$ cat src/rtl/bp_be_rolly_fifo_if.sv
// Enqueue/dequeue/commit bundle for the rollback-capable FIFO.
// The slave modport is the FIFO side; the master modport is the producer/consumer side.
interface bp_be_rolly_fifo_if #(
  parameter int width_p      = 64,
  parameter int els_p        = 8,
  parameter int commit_max_p = 2
);
  localparam int ckpt_w_lp = $clog2(commit_max_p+1);
  localparam int cnt_w_lp  = $clog2(els_p+1);

  logic [width_p-1:0]   data_i;
  logic                 v_i;
  logic                 ready_o;
  logic [width_p-1:0]   data_o;
  logic                 v_o;
  logic                 yumi_i;
  logic                 ckpt_v_i;
  logic [ckpt_w_lp-1:0] ckpt_n_i;
  logic                 roll_v_i;
  logic                 clr_v_i;
  logic [cnt_w_lp-1:0]  count_o;
  logic [cnt_w_lp-1:0]  inflight_o;

  modport slave (
    input  data_i, v_i, yumi_i, ckpt_v_i, ckpt_n_i, roll_v_i, clr_v_i,
    output ready_o, data_o, v_o, count_o, inflight_o
  );

  modport master (
    output data_i, v_i, yumi_i, ckpt_v_i, ckpt_n_i, roll_v_i, clr_v_i,
    input  ready_o, data_o, v_o, count_o, inflight_o
  );
endinterface

$ cat src/rtl/bp_be_rolly_fifo.sv
// FIFO with speculative reads: entries stay allocated until committed, and the
// read pointer can be rolled back to the commit pointer to replay them.
module bp_be_rolly_fifo #(
  parameter int width_p      = 64,
  parameter int els_p        = 8,
  parameter int commit_max_p = 2
) (
  input logic               clk_i,
  input logic               reset_n_i,
  bp_be_rolly_fifo_if.slave io
);
  localparam int lg_els_lp = $clog2(els_p);
  localparam int ptr_w_lp  = lg_els_lp + 1;
  localparam int cnt_w_lp  = $clog2(els_p+1);

  typedef logic [ptr_w_lp-1:0] ptr_t;

  ptr_t wptr_q, wptr_d;
  ptr_t rptr_q, rptr_d;
  ptr_t cptr_q, cptr_d;
  ptr_t occ, infl, yumi_inc, ckpt_inc;
  logic enq;

  logic [width_p-1:0] mem_q [els_p];

  // Extra pointer MSB separates full (distance els_p) from empty (distance 0).
  assign occ  = wptr_q - cptr_q;
  assign infl = rptr_q - cptr_q;

  assign io.ready_o    = (occ != ptr_t'(els_p));
  assign io.v_o        = (rptr_q != wptr_q);
  assign io.data_o     = mem_q[rptr_q[lg_els_lp-1:0]];
  assign io.count_o    = cnt_w_lp'(occ);
  assign io.inflight_o = cnt_w_lp'(infl);

  assign enq      = io.v_i & io.ready_o;
  assign yumi_inc = ptr_t'(io.yumi_i);
  assign ckpt_inc = ptr_t'(io.ckpt_n_i);

  always_comb begin
    wptr_d = wptr_q + ptr_t'(enq);
    cptr_d = cptr_q;
    if (io.clr_v_i)       cptr_d = rptr_q + yumi_inc;
    else if (io.ckpt_v_i) cptr_d = cptr_q + ckpt_inc;
    // Rollback lands on the post-commit pointer, dropping any same-cycle yumi.
    rptr_d = rptr_q + yumi_inc;
    if (io.roll_v_i && !io.clr_v_i) rptr_d = cptr_d;
  end

  always_ff @(posedge clk_i or negedge reset_n_i) begin
    if (!reset_n_i) begin
      wptr_q <= '0;
      rptr_q <= '0;
      cptr_q <= '0;
    end else begin
      wptr_q <= wptr_d;
      rptr_q <= rptr_d;
      cptr_q <= cptr_d;
    end
  end

  always_ff @(posedge clk_i) begin
    if (enq) mem_q[wptr_q[lg_els_lp-1:0]] <= io.data_i;
  end

  a_yumi_valid: assert property (@(posedge clk_i) disable iff (!reset_n_i)
    io.yumi_i |-> io.v_o);

  a_ckpt_legal: assert property (@(posedge clk_i) disable iff (!reset_n_i)
    (io.ckpt_v_i && !io.clr_v_i) |->
      ((int'(io.ckpt_n_i) <= int'(infl) + int'(io.yumi_i)) &&
       (int'(io.ckpt_n_i) <= commit_max_p)));
endmodule

$ cat src/flat_wrapper.sv
// flat-port wrapper written by rule: the top's interface ports become plain ports
module bp_be_rolly_fifo_flat 
#(
  parameter int width_p      = 64,
  parameter int els_p        = 8,
  parameter int commit_max_p = 2
)
  (clk_i, reset_n_i, io_data_i, io_v_i, io_yumi_i, io_ckpt_v_i, io_ckpt_n_i, io_roll_v_i, io_clr_v_i, io_ready_o, io_data_o, io_v_o, io_count_o, io_inflight_o);
  bp_be_rolly_fifo_if #(.width_p(width_p), .els_p(els_p), .commit_max_p(commit_max_p)) io_i ();
  input logic clk_i;
  input logic reset_n_i;
  input wire logic [$bits(io_i.data_i)-1:0] io_data_i;
  input wire logic [$bits(io_i.v_i)-1:0] io_v_i;
  input wire logic [$bits(io_i.yumi_i)-1:0] io_yumi_i;
  input wire logic [$bits(io_i.ckpt_v_i)-1:0] io_ckpt_v_i;
  input wire logic [$bits(io_i.ckpt_n_i)-1:0] io_ckpt_n_i;
  input wire logic [$bits(io_i.roll_v_i)-1:0] io_roll_v_i;
  input wire logic [$bits(io_i.clr_v_i)-1:0] io_clr_v_i;
  output wire logic [$bits(io_i.ready_o)-1:0] io_ready_o;
  output wire logic [$bits(io_i.data_o)-1:0] io_data_o;
  output wire logic [$bits(io_i.v_o)-1:0] io_v_o;
  output wire logic [$bits(io_i.count_o)-1:0] io_count_o;
  output wire logic [$bits(io_i.inflight_o)-1:0] io_inflight_o;
  assign io_i.data_i = io_data_i;
  assign io_i.v_i = io_v_i;
  assign io_i.yumi_i = io_yumi_i;
  assign io_i.ckpt_v_i = io_ckpt_v_i;
  assign io_i.ckpt_n_i = io_ckpt_n_i;
  assign io_i.roll_v_i = io_roll_v_i;
  assign io_i.clr_v_i = io_clr_v_i;
  assign io_ready_o = io_i.ready_o;
  assign io_data_o = io_i.data_o;
  assign io_v_o = io_i.v_o;
  assign io_count_o = io_i.count_o;
  assign io_inflight_o = io_i.inflight_o;
  bp_be_rolly_fifo #(.width_p(width_p), .els_p(els_p), .commit_max_p(commit_max_p)) u_core (.clk_i(clk_i), .reset_n_i(reset_n_i), .io(io_i));
endmodule
$ cat config.mk
export PLATFORM = sky130hd
export DESIGN_NAME = bp_be_rolly_fifo_flat
export DESIGN_NICKNAME = d
export VERILOG_FILES = /design/src/rtl/bp_be_rolly_fifo_if.sv /design/src/rtl/bp_be_rolly_fifo.sv /design/src/flat_wrapper.sv
export SDC_FILE = /design/constraint.sdc
export NUM_CORES = 1
export LEC_CHECK = 0
export CORE_ASPECT_RATIO = 0.8
export CORE_MARGIN = 5
export CORE_UTILIZATION = 25
export CTS_CLUSTER_SIZE = 10
export DETAILED_ROUTE_END_ITERATION = 6
export GPL_TIMING_DRIVEN = 1
export SLEW_MARGIN = 30
export SYNTH_ARGS = -nofsm -noshare
export SYNTH_HDL_FRONTEND = slang
export SYNTH_SLANG_ARGS = --single-unit
$ cat constraint.sdc
create_clock -name clk_i -period 9.05 [get_ports clk_i]
set_input_delay 1.81 -clock clk_i [delete_from_list [all_inputs] [get_ports clk_i]]
set_output_delay 1.81 -clock clk_i [all_outputs]
set_load 0.05 [all_outputs]
==> results by group, run 1 <==
Critical path
  – WS Path Type: flip-flop to output pin
  – Arrival time at the worst endpoint: 3.87 ns
  – Worst Path Max Fanout: 37
  – Setup crit end kind: output pin
  – FF-to-FF path depth: 10
  – Reg2reg start: u_core.wptr_q[0]
  – Crit path from: u_core.rptr_q[2]
  – Worst endpoint required time: 7.24 ns
  – CP bufs+invs: 2
  – Startpoint Class: flip-flop
  – Slowest cell on the critical path: clkdlybuf4s50_1
  – Levels on crit path: 5
  – Largest stage delay, worst path: 0.84 ns
  – Cell family with most CP delay: buffers and inverters
  – CP cell instances: buf_4, ha_1, a21oi_1, xnor2_1, clkdlybuf4s50_1

Layout
  – Area growth from synthesis to layout: 21.8%
  – Final-stage net count: 1115
  – Layout cells sized above 1: 28.0%

STA
  – Final Max Tran Viols: 0
  – Period utilization: 62.8%
  – Final setup fails: 0
  – Maximum clock frequency: 176 MHz
  – Minimum clock period: 5.68 ns
  – RSZ-0062 raised after global routing: no
  – Fin. Hold Viols: 0
  – Worst-margin pin slew: 0.928 ns
  – Clock Skews: 0.0177 ns
  – Total Neg Setup Slack: 0 ns
  – Max_slew headroom: 37.9%

Clock tree
  – # H-tree levels: 2
  – Hold buffers post-CTS: 0
  – CTS resizes: 0
  – Worst-path clk slew: 0.05 ns
  – Root Driver: clkbuf_16
  – CTS Buffer Depth: 3
  – Num CTS Buffers: 60
  – Clk sinks: 524
  – Setup bufs post-CTS: 0
  – Clock Latency Late Sink: 0.62 ns
  – CTS tree: yes

Floorplan
  – Die height: 264 um
  – DIE AREA: 0.0866 mm^2
  – Io pins: 147
  – Die width: 328 um
  – Site Rows: 93
  – Core area: 0.0803 mm^2
  – Initial core utilization: 25.2%

Global routing
  – Initial antenna violation count: 2
  – First-pass GRT wire length: 65.7 mm
  – Total global-route track usage: 10.1%
  – GRT Residual Overflow: 0
  – Vias in the first global route: 9939
  – Largest net degree at the start of global routing: 70

Yosys
  – Sequential share of the synthesized area: 77.6%
  – Synth Warn #: 0
  – Post-Syn Area: 0.0202 mm^2
  – Syn_area_per_cell: 24.1 um^2
  – Seq cells post-synth: 524
  – Unique masters post-synth: 27
  – Post-Synthesis Cells: 838
  – Syn Nets: 926

Route
  – First-pass DRT Iterations: 4
  – Final WL: 43.7 mm
  – Wirelength per Cell: 20.8 um
  – Vias per inst: 4.30
  – Initial DRC count: 514
  – Drc violations: 0
  – Vias post-DR: 9019
  – Post-route antenna net violation count: 0

Power and ir drop
  – Worst vdd ir: 0.000289 V
  – Power Density: 375 mW/mm^2
  – Clock power share: 22.6%
  – P_leak: 7.66 nW
  – Net Sw Frac: 36.8%
  – Logic pwr share: 41.4%
  – Sw power: 3.39 mW
  – Sequential Power Share: 36.0%
  – Pint: 5.83 mW
  – Power, Total: 9.22 mW

Place
  – DP HPWL: 23.9 mm
  – Port Buffers: 146
  – RePlAce Congestion: 0.679

Hold path
  – Hold path depth: 1
  – HP Class: flip-flop to flip-flop
  – Worst Hold Launch: u_core.wptr_q[3]

Job
  – Maxcap violations: 0

Status
  – Outcome: finished, final reports clean
[kinds of logic (layout without fill, tap and decap cells)]
logic type	Yosys count	in the layout	share of synthesized area (%)
multiplexers	202	202	18.4
buffers and inverters	53	265	1.47
other	0	1	0
XOR/XNOR	15	15	0.650
adder cells (fa/ha/maj)	15	15	1.04
AND/OR/NAND/NOR	24	24	0.712
flip-flops	524	524	77.6
AO/OA/AOI/OAI	5	5	0.136
[layout by cell type, fill, tap and decap left out, drive strengths merged]
master | synthesis | final
a21o | 1 | 1
a21oi | 4 | 4
and3b | 1 | 1
buf | 26 | 21
clkbuf | 14 | 77
clkdlybuf4s50 | 0 | 146
clkinv | 0 | 6
dfrtp | 12 | 12
diode | 0 | 1
edfxtp | 512 | 512
fa | 3 | 3
ha | 12 | 12
inv | 13 | 15
mux2 | 69 | 69
mux2i | 5 | 5
mux4 | 128 | 128
nand2 | 4 | 4
nand2b | 1 | 1
nand3 | 3 | 3
nand3b | 1 | 1
nand4 | 1 | 1
nor2 | 1 | 1
nor2b | 3 | 3
nor3 | 3 | 3
nor4 | 2 | 2
nor4b | 4 | 4
xnor2 | 11 | 11
xor2 | 4 | 4
[cells in the mapped netlist]
master    number  share of area [%]
nand3_1        3              0.074
inv_1         13               0.24
fa_1           3               0.30
nor4b_1        4               0.17
nand2_1        4              0.074
buf_6         11               0.61
a21oi_1        4              0.099
buf_2         13               0.32
nor2_1         1              0.019
a21o_1         1              0.037
nand2b_1       1              0.031
mux2i_1        5               0.25
nor4_1         2              0.062
and3b_1        1              0.043
ha_1          12               0.74
nor3_1         3              0.074
nand3b_1       1              0.037
xor2_1         4               0.17
nor2b_1        3              0.093
buf_1          2              0.037
nand4_1        1              0.031
dfrtp_1       12                1.5
clkbuf_1      14               0.26
mux4_2       128                 14
edfxtp_1     512                 76
mux2_2        69                3.8
xnor2_1       11               0.48
[state kept, by name, summed over array words and instances, names as in the netlist]
register / flops
u_core.cptr_q: 4
u_core.wptr_q: 4
u_core.mem_q: 512
u_core.rptr_q: 4
[metrics by stage]
stage	cell area, um^2	std cells	hold WS (ns)	utilization [%]	worst slack [ns]
6_report	24600	2096	0.533	30.6	3.37
5_1_grt	24600	2095	0.553	30.6	3.13
4_1_cts	24600	2095	0.540	30.6	3.22
3_5_place_dp	22900	2010	0.533	28.6	3.90
3_3_place_gp	22900	2010	0.518	28.6	3.89
2_1_floorplan	20200	838	0.502	-	-0.555
[final cells by class]
type	instances	area, um^2
Timing Repair Buffer	167	1640
Clock buffer	77	1570
Clock inverter	8	73.8
Antenna cell	1	2.50
Fill cell	7647	55700
Inverter	13	48.8
Tap cell	1045	1310
Multi-Input combinational cell	261	4270
Sequential cell	524	15700
[power groups by stage]
stage | clock network (mW) | logic (mW) | registers (mW)
4_1_cts | 2.17 | 3.92 | 3.33
3_5_place_dp | 0 | 3.90 | 3.38
5_1_grt | 2.28 | 4.05 | 3.36
2_1_floorplan | 0 | 2.82 | 3.31
3_3_place_gp | 0 | 3.90 | 3.35
6_report | 2.08 | 3.82 | 3.32
[path summary, 6_finish.rpt]
check                                       to  slack, ns
min in group asynchronous     u_core.wptr_q[0]       1.56
max in group asynchronous     u_core.rptr_q[0]       7.07
setup reg to reg           u_core.mem_q[4][28]       4.82
hold reg to reg               u_core.wptr_q[3]       0.53
hold / removal                u_core.wptr_q[3]       0.53
setup / recovery              io_inflight_o[3]       3.37
[routing by layer]
metal  wire length [um]  vias up  part of all wire (%)  GRT usage [%]
met3               2140       56                   4.9           2.22
met1              20000     4870                    46           14.1
li1                   -     3903                     -              -
met2              20700      188                    47           15.9
met5                 11        -                 0.025              0
met4                784        2                   1.8           2.85
No activity file was read; power rests on OpenSTA's default activity.
==> run 2: changes to the inputs <==
- clock period: 9.05 -> 4.86 ns (I/O delays scaled with it)
==> run 2 against run 1 <==
Effect of this change:
- clock power up 89%
- sequential share of layout area shrank 0.75 points
- flip-flop and latch count stayed put
- sequential power grew 85%
- critical endpoint is now io_data_o[17]
- largest cell class unchanged
==> results by group, run 2 (synthesis results as in run 1) <==
Layout
  – Final-stage net count: 1127
  – Layout cells sized above 1: 29.3%
  – Non-filler cells, final: 2106
  – Area growth from synthesis to layout: 23.2%
  – Commonest non-fill, non-tap cells in the layout: edfxtp_1, clkdlybuf4s50_1, mux4_2
  – Filler instances: 7619
  – Commonest non-fill, non-tap cell in the layout: edfxtp_1
  – Max reg flops: 512

Power and ir drop
  – Worst vdd ir: 0.000497 V
  – P_leak: 7.79 nW
  – Sw power: 6.40 mW
  – Power, Total: 17.5 mW
  – Net Sw Frac: 36.6%
  – Logic pwr share: 42.3%
  – Sequential Power Share: 35.2%
  – Power Density: 703 mW/mm^2
  – Clock power share: 22.5%
  – Pint: 11.1 mW

Floorplan
  – Io pins: 147
  – Core area: 0.0803 mm^2
  – Die height: 264 um
  – Site Rows: 93
  – Die width: 328 um
  – Initial core utilization: 25.2%
  – DIE AREA: 0.0866 mm^2

Clock tree
  – # H-tree levels: 2
  – Hold buffers post-CTS: 0
  – Root Driver: clkbuf_16
  – Worst-path clk slew: 0.05 ns
  – CTS tree: yes
  – CTS resizes: 0
  – Setup bufs post-CTS: 0
  – Clock Latency Late Sink: 0.60 ns
  – Clk sinks: 524
  – CTS Buffer Depth: 3
  – Num CTS Buffers: 60

Hold path
  – Worst Hold Launch: u_core.wptr_q[3]
  – HP Class: flip-flop to flip-flop

Route
  – First-pass DRT Iterations: 4
  – Vias per inst: 4.25
  – Post-route antenna net violation count: 0
  – Wirelength per Cell: 20.5 um
  – Drc violations: 0
  – Initial DRC count: 451
  – Vias post-DR: 8951
  – Final WL: 43.3 mm

Critical path
  – Crit path from: u_core.rptr_q[0]
  – Startpoint Class: flip-flop
  – Worst endpoint required time: 3.89 ns
  – Reg2reg start: u_core.wptr_q[1]
  – Arrival time at the worst endpoint: 3.39 ns
  – Largest stage delay, worst path: 0.72 ns
  – Setup crit end kind: output pin
  – Cell family with most CP delay: buffers and inverters
  – CP bufs+invs: 3
  – Worst Path Max Fanout: 16
  – Slowest cell on the critical path: clkdlybuf4s50_1
  – CP cell instances: buf_12, buf_4, mux4_2, mux2_2, clkdlybuf4s50_1
  – WS Path Type: flip-flop to output pin

STA
  – Final setup fails: 0
  – Period utilization: 89.8%
  – Fin. Hold Viols: 0
  – Final Max Tran Viols: 0
  – Worst-margin pin slew: 0.744 ns
  – Minimum clock period: 4.36 ns
  – RSZ-0062 raised after global routing: no
  – Final worst slack: 0.496 ns
  – Max_slew headroom: 50.4%
  – Clock Skews: 0.0192 ns
  – Maximum clock frequency: 229 MHz

Job
  – Maxcap violations: 0

Place
  – Port Buffers: 146
  – RePlAce Congestion: 0.690
  – DP HPWL: 24.5 mm
  – Placement Setup Slack: 1.08 ns
  – Cell count after placement: 2022

Global routing
  – Initial antenna violation count: 4
  – Total global-route track usage: 10.0%
  – First-pass GRT wire length: 65.1 mm
  – Largest net degree at the start of global routing: 51
  – GRT Residual Overflow: 0
  – Vias in the first global route: 9882

Status
  – Outcome: finished, final reports clean
-- run 2: path summary, 6_finish.rpt --
| check | cells after the start | slack [ns] | to |
|---|---|---|---|
| max in group asynchronous | 1 | 3.64 | u_core.rptr_q[0] |
| hold reg to reg | 1 | 0.54 | u_core.wptr_q[3] |
| setup reg to reg | 7 | 1.44 | u_core.mem_q[6][45] |
| min in group asynchronous | 1 | 0.76 | u_core.rptr_q[3] |
| hold / removal | 1 | 0.54 | u_core.wptr_q[3] |
| setup / recovery | 5 | 0.50 | io_data_o[17] |
-- run 2: layout make-up --
class | instances | area (um^2) | area share [%]
Clock inverter | 6 | 36.3 | 0.146
Multi-Input combinational cell | 261 | 4340 | 17.5
Clock buffer | 75 | 1630 | 6.56
Inverter | 13 | 48.8 | 0.196
Tap cell | 1045 | 1310 | 5.25
Sequential cell | 524 | 15700 | 63.0
Antenna cell | 3 | 7.51 | 0.0302
Timing Repair Buffer | 179 | 1820 | 7.32
-- run 2: per-stage QoR --
stage | utilization (%) | TNS [ns] | cell area, um^2 | hold WS [ns]
3_5_place_dp | 28.9 | 0 | 23200 | 0.531
5_1_grt | 31.0 | 0 | 24900 | 0.578
2_1_floorplan | - | -55.15 | 20300 | 0.502
3_3_place_gp | 28.9 | 0 | 23200 | 0.521
6_report | 31.0 | 0 | 24900 | 0.541
4_1_cts | 31.0 | 0 | 24900 | 0.543
-- run 2: power groups by stage --
| stage | combinational (mW) | sequential [mW] | clock [mW] |
|---|---|---|---|
| 3_5_place_dp | 7.55 | 6.25 | 0 |
| 6_report | 7.41 | 6.15 | 3.94 |
| 5_1_grt | 7.84 | 6.22 | 4.28 |
| 4_1_cts | 7.59 | 6.17 | 4.09 |
| 2_1_floorplan | 5.33 | 6.05 | 0 |
| 3_3_place_gp | 7.50 | 6.21 | 0 |
-- run 2: metal layers --
metal	part of all wire, %	wire [um]	vias up	track usage (%)
li1	-	-	3931	-
met2	49	21200	181	16.7
met5	0.016	7	-	0
met3	5.1	2190	64	2.41
met1	44	18900	4773	13.0
met4	2.0	886	2	2.92
